File: src/rtl/wb_arbiter_2m_pkg.sv
// Shared definitions for the two-master Wishbone classic arbiter.
// Optional watchdog is compiled in with WB_ARBITER_TIMEOUT_EN.
package wb_arbiter_2m_pkg;

  typedef enum logic [1:0] {
    IDLE = 2'd0,
    GNT0 = 2'd1,
    GNT1 = 2'd2
  } arb_state_e;

  localparam int unsigned TIMEOUT_CYCLES_DEF = 255;
  localparam int unsigned TO_CNT_W           = 16;
  localparam int unsigned SEL_W              = 4;

endpackage

File: src/rtl/wb_arbiter_2m_if.sv
// Bus bundle for wb_arbiter_2m: both master ports plus the shared slave port.
// Signal names keep the arbiter-side _i/_o suffixes of the original ports.
// Modport slave is the arbiter's view; modport master is the surrounding
// CPU/memory side that drives the arbiter inputs.
interface wb_arbiter_2m_if #(
  parameter int unsigned DATA_W = 32,
  parameter int unsigned ADDR_W = 32
);
  import wb_arbiter_2m_pkg::*;

  logic              m0_cyc_i, m0_stb_i, m0_we_i;
  logic [ADDR_W-1:0] m0_adr_i;
  logic [SEL_W-1:0]  m0_sel_i;
  logic [DATA_W-1:0] m0_dat_i, m0_dat_o;
  logic              m0_ack_o, m0_err_o, m0_rty_o;

  logic              m1_cyc_i, m1_stb_i, m1_we_i;
  logic [ADDR_W-1:0] m1_adr_i;
  logic [SEL_W-1:0]  m1_sel_i;
  logic [DATA_W-1:0] m1_dat_i, m1_dat_o;
  logic              m1_ack_o, m1_err_o, m1_rty_o;

  logic              s_cyc_o, s_stb_o, s_we_o;
  logic [ADDR_W-1:0] s_adr_o;
  logic [SEL_W-1:0]  s_sel_o;
  logic [DATA_W-1:0] s_dat_o, s_dat_i;
  logic              s_ack_i, s_err_i, s_rty_i;

  modport slave (
    input  m0_cyc_i, m0_stb_i, m0_we_i, m0_adr_i, m0_sel_i, m0_dat_i,
    output m0_dat_o, m0_ack_o, m0_err_o, m0_rty_o,
    input  m1_cyc_i, m1_stb_i, m1_we_i, m1_adr_i, m1_sel_i, m1_dat_i,
    output m1_dat_o, m1_ack_o, m1_err_o, m1_rty_o,
    output s_cyc_o, s_stb_o, s_we_o, s_adr_o, s_sel_o, s_dat_o,
    input  s_dat_i, s_ack_i, s_err_i, s_rty_i
  );

  modport master (
    output m0_cyc_i, m0_stb_i, m0_we_i, m0_adr_i, m0_sel_i, m0_dat_i,
    input  m0_dat_o, m0_ack_o, m0_err_o, m0_rty_o,
    output m1_cyc_i, m1_stb_i, m1_we_i, m1_adr_i, m1_sel_i, m1_dat_i,
    input  m1_dat_o, m1_ack_o, m1_err_o, m1_rty_o,
    input  s_cyc_o, s_stb_o, s_we_o, s_adr_o, s_sel_o, s_dat_o,
    output s_dat_i, s_ack_i, s_err_i, s_rty_i
  );

endinterface

File: src/rtl/wb_arbiter_2m_rr_pick.sv
// Two-way round-robin pick: a lone requester wins; on a tie the master that
// was not granted last wins.
module wb_arbiter_rr_pick (
  input  logic [1:0] req_i,
  input  logic       last_gnt_i,
  output logic       gnt_o,
  output logic       valid_o
);

  // Select the next grant index from the current requests
  always_comb begin
    valid_o = |req_i;
    gnt_o   = 1'b0;
    unique case (req_i)
      2'b01:   gnt_o = 1'b0;
      2'b10:   gnt_o = 1'b1;
      2'b11:   gnt_o = ~last_gnt_i;
      default: gnt_o = 1'b0;
    endcase
  end

endmodule

File: src/rtl/wb_arbiter_2m.sv
// Two-master, one-slave Wishbone classic arbiter (instruction fetch on m0,
// load/store on m1). Grant is held for a master's whole cyc; round-robin on
// contention; handover to a waiting master happens with no idle cycle.
// Define WB_ARBITER_TIMEOUT_EN to add a watchdog that raises a one-cycle
// err to the granted master after TIMEOUT_CYCLES unanswered strobe cycles.
module wb_arbiter_2m
  import wb_arbiter_2m_pkg::*;
#(
  parameter int unsigned TIMEOUT_CYCLES = TIMEOUT_CYCLES_DEF,
  parameter int unsigned DATA_W         = 32,
  parameter int unsigned ADDR_W         = 32
) (
  input  logic             clk_i,
  input  logic             rst_i,
  wb_arbiter_2m_if.slave   bus
);

  if (DATA_W != 32) begin : g_bad_data_w
    $error("wb_arbiter_2m: DATA_W must be 32");
  end
  if (ADDR_W == 0) begin : g_bad_addr_w
    $error("wb_arbiter_2m: ADDR_W must be non-zero");
  end
  if (TIMEOUT_CYCLES < 2 || TIMEOUT_CYCLES >= (1 << TO_CNT_W)) begin : g_bad_timeout
    $error("wb_arbiter_2m: TIMEOUT_CYCLES out of range 2..65535");
  end

  arb_state_e state_q, state_d, pick_st;
  logic       last_gnt_q, last_gnt_d;
  logic [1:0] req;
  logic       pick_idx, pick_vld;
  logic       to_err;

  assign req = {bus.m1_cyc_i, bus.m0_cyc_i};

  wb_arbiter_rr_pick u_pick (
    .req_i      (req),
    .last_gnt_i (last_gnt_q),
    .gnt_o      (pick_idx),
    .valid_o    (pick_vld)
  );

  // Next grant: hold while the owner keeps cyc, otherwise re-pick at once
  always_comb begin
    state_d    = state_q;
    last_gnt_d = last_gnt_q;
    pick_st    = IDLE;
    if (pick_vld) pick_st = pick_idx ? GNT1 : GNT0;
    unique case (state_q)
      IDLE:    state_d = pick_st;
      GNT0:    if (!bus.m0_cyc_i) state_d = pick_st;
      GNT1:    if (!bus.m1_cyc_i) state_d = pick_st;
      default: state_d = IDLE;
    endcase
    if (state_d == GNT0 && state_q != GNT0) last_gnt_d = 1'b0;
    if (state_d == GNT1 && state_q != GNT1) last_gnt_d = 1'b1;
  end

  // Grant state and round-robin history
  always_ff @(posedge clk_i) begin
    if (rst_i) begin
      state_q    <= IDLE;
      last_gnt_q <= 1'b1;
    end else begin
      state_q    <= state_d;
      last_gnt_q <= last_gnt_d;
    end
  end

`ifdef WB_ARBITER_TIMEOUT_EN
  localparam logic [TO_CNT_W-1:0] TO_LIM = TO_CNT_W'(TIMEOUT_CYCLES);

  logic [TO_CNT_W-1:0] to_cnt_q, to_cnt_d;
  logic                gnt_stb, s_resp, stall;

  assign gnt_stb = (state_q == GNT0) ? (bus.m0_cyc_i & bus.m0_stb_i) :
                   (state_q == GNT1) ? (bus.m1_cyc_i & bus.m1_stb_i) : 1'b0;
  assign s_resp  = bus.s_ack_i | bus.s_err_i | bus.s_rty_i;
  assign stall   = gnt_stb & ~s_resp;
  assign to_err  = (to_cnt_q == TO_LIM);

  // Count unanswered strobe cycles; restart on response, grant change or expiry
  always_comb begin
    to_cnt_d = to_cnt_q;
    if (s_resp || to_err || (state_d != state_q)) begin
      to_cnt_d = '0;
    end else if (stall) begin
      to_cnt_d = to_cnt_q + TO_CNT_W'(1);
    end
  end

  // Watchdog counter register
  always_ff @(posedge clk_i) begin
    if (rst_i) to_cnt_q <= '0;
    else       to_cnt_q <= to_cnt_d;
  end
`else
  assign to_err = 1'b0;
`endif

  // Combinational routing between the granted master and the slave
  always_comb begin
    bus.s_cyc_o  = 1'b0;
    bus.s_stb_o  = 1'b0;
    bus.s_we_o   = 1'b0;
    bus.s_adr_o  = '0;
    bus.s_sel_o  = '0;
    bus.s_dat_o  = '0;
    bus.m0_dat_o = '0;
    bus.m0_ack_o = 1'b0;
    bus.m0_err_o = 1'b0;
    bus.m0_rty_o = 1'b0;
    bus.m1_dat_o = '0;
    bus.m1_ack_o = 1'b0;
    bus.m1_err_o = 1'b0;
    bus.m1_rty_o = 1'b0;
    unique case (state_q)
      GNT0: begin
        bus.s_cyc_o  = bus.m0_cyc_i;
        bus.s_stb_o  = bus.m0_stb_i;
        bus.s_we_o   = bus.m0_we_i;
        bus.s_adr_o  = bus.m0_adr_i;
        bus.s_sel_o  = bus.m0_sel_i;
        bus.s_dat_o  = bus.m0_dat_i;
        bus.m0_dat_o = bus.s_dat_i;
        bus.m0_ack_o = bus.s_ack_i;
        bus.m0_err_o = bus.s_err_i | to_err;
        bus.m0_rty_o = bus.s_rty_i;
      end
      GNT1: begin
        bus.s_cyc_o  = bus.m1_cyc_i;
        bus.s_stb_o  = bus.m1_stb_i;
        bus.s_we_o   = bus.m1_we_i;
        bus.s_adr_o  = bus.m1_adr_i;
        bus.s_sel_o  = bus.m1_sel_i;
        bus.s_dat_o  = bus.m1_dat_i;
        bus.m1_dat_o = bus.s_dat_i;
        bus.m1_ack_o = bus.s_ack_i;
        bus.m1_err_o = bus.s_err_i | to_err;
        bus.m1_rty_o = bus.s_rty_i;
      end
      default: ;
    endcase
  end

endmodule
File: src/flat_wrapper.sv
// flat-port wrapper written by rule: the top's interface ports become plain ports
module wb_arbiter_2m_flat import wb_arbiter_2m_pkg::*;
#(
  parameter int unsigned TIMEOUT_CYCLES = TIMEOUT_CYCLES_DEF,
  parameter int unsigned DATA_W         = 32,
  parameter int unsigned ADDR_W         = 32
)
  (clk_i, rst_i, bus_m0_cyc_i, bus_m0_stb_i, bus_m0_we_i, bus_m0_adr_i, bus_m0_sel_i, bus_m0_dat_i, bus_m0_dat_o, bus_m0_ack_o, bus_m0_err_o, bus_m0_rty_o, bus_m1_cyc_i, bus_m1_stb_i, bus_m1_we_i, bus_m1_adr_i, bus_m1_sel_i, bus_m1_dat_i, bus_m1_dat_o, bus_m1_ack_o, bus_m1_err_o, bus_m1_rty_o, bus_s_cyc_o, bus_s_stb_o, bus_s_we_o, bus_s_adr_o, bus_s_sel_o, bus_s_dat_o, bus_s_dat_i, bus_s_ack_i, bus_s_err_i, bus_s_rty_i);
  wb_arbiter_2m_if #(.DATA_W(DATA_W), .ADDR_W(ADDR_W)) bus_i ();
  input  logic clk_i;
  input  logic rst_i;
  input wire logic [$bits(bus_i.m0_cyc_i)-1:0] bus_m0_cyc_i;
  input wire logic [$bits(bus_i.m0_stb_i)-1:0] bus_m0_stb_i;
  input wire logic [$bits(bus_i.m0_we_i)-1:0] bus_m0_we_i;
  input wire logic [$bits(bus_i.m0_adr_i)-1:0] bus_m0_adr_i;
  input wire logic [$bits(bus_i.m0_sel_i)-1:0] bus_m0_sel_i;
  input wire logic [$bits(bus_i.m0_dat_i)-1:0] bus_m0_dat_i;
  output wire logic [$bits(bus_i.m0_dat_o)-1:0] bus_m0_dat_o;
  output wire logic [$bits(bus_i.m0_ack_o)-1:0] bus_m0_ack_o;
  output wire logic [$bits(bus_i.m0_err_o)-1:0] bus_m0_err_o;
  output wire logic [$bits(bus_i.m0_rty_o)-1:0] bus_m0_rty_o;
  input wire logic [$bits(bus_i.m1_cyc_i)-1:0] bus_m1_cyc_i;
  input wire logic [$bits(bus_i.m1_stb_i)-1:0] bus_m1_stb_i;
  input wire logic [$bits(bus_i.m1_we_i)-1:0] bus_m1_we_i;
  input wire logic [$bits(bus_i.m1_adr_i)-1:0] bus_m1_adr_i;
  input wire logic [$bits(bus_i.m1_sel_i)-1:0] bus_m1_sel_i;
  input wire logic [$bits(bus_i.m1_dat_i)-1:0] bus_m1_dat_i;
  output wire logic [$bits(bus_i.m1_dat_o)-1:0] bus_m1_dat_o;
  output wire logic [$bits(bus_i.m1_ack_o)-1:0] bus_m1_ack_o;
  output wire logic [$bits(bus_i.m1_err_o)-1:0] bus_m1_err_o;
  output wire logic [$bits(bus_i.m1_rty_o)-1:0] bus_m1_rty_o;
  output wire logic [$bits(bus_i.s_cyc_o)-1:0] bus_s_cyc_o;
  output wire logic [$bits(bus_i.s_stb_o)-1:0] bus_s_stb_o;
  output wire logic [$bits(bus_i.s_we_o)-1:0] bus_s_we_o;
  output wire logic [$bits(bus_i.s_adr_o)-1:0] bus_s_adr_o;
  output wire logic [$bits(bus_i.s_sel_o)-1:0] bus_s_sel_o;
  output wire logic [$bits(bus_i.s_dat_o)-1:0] bus_s_dat_o;
  input wire logic [$bits(bus_i.s_dat_i)-1:0] bus_s_dat_i;
  input wire logic [$bits(bus_i.s_ack_i)-1:0] bus_s_ack_i;
  input wire logic [$bits(bus_i.s_err_i)-1:0] bus_s_err_i;
  input wire logic [$bits(bus_i.s_rty_i)-1:0] bus_s_rty_i;
  assign bus_i.m0_cyc_i = bus_m0_cyc_i;
  assign bus_i.m0_stb_i = bus_m0_stb_i;
  assign bus_i.m0_we_i = bus_m0_we_i;
  assign bus_i.m0_adr_i = bus_m0_adr_i;
  assign bus_i.m0_sel_i = bus_m0_sel_i;
  assign bus_i.m0_dat_i = bus_m0_dat_i;
  assign bus_m0_dat_o = bus_i.m0_dat_o;
  assign bus_m0_ack_o = bus_i.m0_ack_o;
  assign bus_m0_err_o = bus_i.m0_err_o;
  assign bus_m0_rty_o = bus_i.m0_rty_o;
  assign bus_i.m1_cyc_i = bus_m1_cyc_i;
  assign bus_i.m1_stb_i = bus_m1_stb_i;
  assign bus_i.m1_we_i = bus_m1_we_i;
  assign bus_i.m1_adr_i = bus_m1_adr_i;
  assign bus_i.m1_sel_i = bus_m1_sel_i;
  assign bus_i.m1_dat_i = bus_m1_dat_i;
  assign bus_m1_dat_o = bus_i.m1_dat_o;
  assign bus_m1_ack_o = bus_i.m1_ack_o;
  assign bus_m1_err_o = bus_i.m1_err_o;
  assign bus_m1_rty_o = bus_i.m1_rty_o;
  assign bus_s_cyc_o = bus_i.s_cyc_o;
  assign bus_s_stb_o = bus_i.s_stb_o;
  assign bus_s_we_o = bus_i.s_we_o;
  assign bus_s_adr_o = bus_i.s_adr_o;
  assign bus_s_sel_o = bus_i.s_sel_o;
  assign bus_s_dat_o = bus_i.s_dat_o;
  assign bus_i.s_dat_i = bus_s_dat_i;
  assign bus_i.s_ack_i = bus_s_ack_i;
  assign bus_i.s_err_i = bus_s_err_i;
  assign bus_i.s_rty_i = bus_s_rty_i;
  wb_arbiter_2m #(.TIMEOUT_CYCLES(TIMEOUT_CYCLES), .DATA_W(DATA_W), .ADDR_W(ADDR_W)) u_core (.clk_i(clk_i), .rst_i(rst_i), .bus(bus_i));
endmodule
File: config.mk
export PLATFORM = sky130hd
export DESIGN_NAME = wb_arbiter_2m_flat
export DESIGN_NICKNAME = d
export VERILOG_FILES = /design/src/rtl/wb_arbiter_2m_pkg.sv /design/src/rtl/wb_arbiter_2m_if.sv /design/src/rtl/wb_arbiter_2m_rr_pick.sv /design/src/rtl/wb_arbiter_2m.sv /design/src/flat_wrapper.sv
export SDC_FILE = /design/constraint.sdc
export NUM_CORES = 1
export LEC_CHECK = 0
export ABC_AREA = 1
export BUFFER_PORTS_ARGS = -buffer_cell sky130_fd_sc_hd__buf_2
export CORE_AREA = 2 2 123 125
export CTS_CLUSTER_DIAMETER = 150
export DETAILED_ROUTE_END_ITERATION = 12
export DIE_AREA = 0 0 125 127
export SYNTH_ARGS = -nofsm -noshare
export SYNTH_HDL_FRONTEND = slang
export SYNTH_SLANG_ARGS = --single-unit
File: constraint.sdc
create_clock -name clk_i -period 4.3 [get_ports clk_i]
set_clock_uncertainty 0.05 [all_clocks]
set_input_delay 0.43 -clock clk_i [delete_from_list [all_inputs] [get_ports clk_i]]
set_output_delay 0.43 -clock clk_i [all_outputs]
set_load 0.005 [all_outputs]
==> metrics <==
status=finished clean; io pins=320; peak supply drop=about 0.15 mV; core area=about 14000 um^2; unrepaired setup endpoints after global routing=false; DRT Wirelength=between 9000 and 10000 um; Pwr Density=approximately 180 nW/um^2; GR Layer Usage met1=about an eighth; Final setup violation count=0; post-DP HPWL=around 7700 um; drc violations=0; ys async rst share=0%; setup slack after layout=around 1.5 ns; CTS clk-pin slew, worst paths=roughly 0.03 ns; Clock Tree Buf Depth=2; Die Span Y=about 130 um; filler instances=around 1600; routability cong.=about 0.77; Rows=between 40 and 50; CTS Root Cell=clkbuf_16; Via Count=3598; register bit total from synthesis=3; Util after Layout=between 20% and 30%; FF-to-FF Start=u_core.state_q[1]; Mean Syn Cell Area=roughly 4.4 um^2; CP max FO=58; Final Max Tran Viols=0; Tmin final=2.84 ns; Slew HR=roughly a third; FF-to-FF End=u_core.last_gnt_q; HP Class=input port to flop; layout cell share with drive strength beyond 1=47.3%; initial antenna violation count=0; first-pass GRT wire length=14400 um; Worst Path Arrival=between 2 and 2.5 ns; post-synth top area share=around 44%; hold path startpoint=rst_i; CP Launch Type=flop; Post-Syn Area=roughly 1900 um^2; ANT nets after route=0; DR vias/cell=about 4.0; H-tree levels=1; Worst-Skew Late Latency=0.23 ns; Port Buffers=roughly 320; LEAKAGE=2.58 nW; R2R setup slack=roughly 2.2 ns; DR WL/cell=10.6 um; met2 Resource Use GR=about a fifth; drt first pass iters=4; die width=between 100 and 150 um; Initial Util=about an eighth; Min-Delay Endpoint=u_core.state_q[1]; CTS buffer count=3; most used routing layer=met2; WP data required=~3.8 ns; Setup Fix Bufs, Post-CTS=0; Synth area leader=nand2_1; Post-Syn Nets=605; dpl ws=approximately 1.7 ns; Critical Setup Path Class=flop to output pin; max_cap viols=0; Distinct cells, synth=18; final hold vios=0; # hold bufs at CTS=0; YS warnings=0; Iteration-0 DRC Markers=between 100 and 150; Main synth FF type=dfxtp_1; cells after synthesis=between 400 and 500; All-Layer GR Usage=10.5%; post-cts resize count=0; Worst setup EP type=output pin; clk sink count=3; TritonCTS clock tree=built; Worst Tran Pin Value=approximately 0.98 ns; Area growth, synth to finish=96.1%; top cells by count, synth=nand2_1, inv_1, a21oi_1; dpl cell area=between 3000 and 4000 um^2; grt ovf=0; met3 Track Usage GR=under 10%; most common cell in the synthesized netlist=nand2_1; Hold Path Depth=2; FMAX=around 0.35 GHz; reg2reg path depth=7; Final Cycle Share=between 60% and 70%; Design Area, Final=3670 um^2; nets=between 900 and 1000; pin count of the biggest net entering global routing=just over 90; vias in the first global route=approximately 3200; Die Area=between 15000 and 20000 um^2; main area contributors after synthesis=nand2_1, a21oi_1, inv_1; sequential fraction of the synthesis area=3.21%; Diodes inserted=0; TNS Setup=0 ns; total power=around 670 uW; Post-synth EDFFs=0
==> kinds of logic (layout without fill, tap and decap cells) <==
group	after synthesis	count (layout)	share of synthesized area, %
and+or+nand+nor	234	234	50.1
buffers and inverters	109	404	24.5
adders and majority gates	4	4	2.67
DFF	3	3	3.21
AOI/OAI and AO/OA	72	72	19.5
==> per-layer routing <==
metal | routed length, um | part of all wire (%)
met5 | 0 | 0
met4 | 93 | 0.97
met3 | 893 | 9.3
met2 | 4790 | 50
met1 | 3780 | 40
==> worst max-delay path, cell delays in order (launching register included) <==
cell and delay [ns]:
dfxtp_1 0.41, inv_1 0.13, ha_1 0.32, inv_2 0.69, buf_4 0.37, a21oi_1 0.07
buf_2 0.13
==> through the flow <==
stage	hold slack, ns	instances
detailed placement	0.401	897
global placement	0.397	897
CTS	0.345	901
global route	0.363	901
floorplan	0.380	422
finish	0.345	901
==> final cells by class <==
type | instances | area (um^2) | area share (%)
well taps | 184 | 230 | 6.27
repair buffers | 322 | 1630 | 44.4
flip-flops and latches | 3 | 60.1 | 1.64
clock buffers | 4 | 78.8 | 2.15
inverters | 78 | 293 | 7.98
multi-input cells | 310 | 1380 | 37.5
==> worst max-delay path by stage <==
stage | startpoint | to | slack [ns] | depth (start not counted)
2_1_floorplan | u_core.state_q[0] | bus_s_adr_o[0] | 2.65 | 5
3_3_place_gp | u_core.state_q[0] | bus_s_dat_o[22] | 1.68 | 6
3_5_place_dp | u_core.state_q[0] | bus_s_dat_o[22] | 1.67 | 6
4_1_cts | u_core.state_q[0] | bus_s_dat_o[22] | 1.43 | 6
5_1_grt | u_core.state_q[0] | bus_s_dat_o[18] | 1.25 | 6
6_report | u_core.state_q[0] | bus_s_dat_o[18] | 1.46 | 6
==> sequential cells by signal (all words and copies together) (netlist names) <==
register,cells
u_core.state_q,2
u_core.last_gnt_q,1
==> report_power, final <==
group / leakage, nW / internal, mW / switching (mW) / total (mW)
Combinational: 2.52 / 0.198 / 0.287 / 0.485
Sequential: 0.0248 / 0.0327 / 0.00581 / 0.0385
Clock: 0.0382 / 0.123 / 0.0280 / 0.151
Total: 2.58 / 0.353 / 0.321 / 0.674
==> cells in the final DEF (no fill, tap or decap) <==
master and instances:
a21oi_1 71, buf_12 1, buf_2 319, buf_4 2
clkbuf_1 1, clkbuf_16 3, dfxtp_1 3, ha_1 2
ha_4 2, inv_1 75, inv_2 3, nand2_1 217
nand2_2 2, nand2_4 1, nand3_1 3, nand3_2 4
nand3_4 1, nand4_1 2, nor2_1 4, o21ai_2 1
Power figures use the tool's default switching activity.
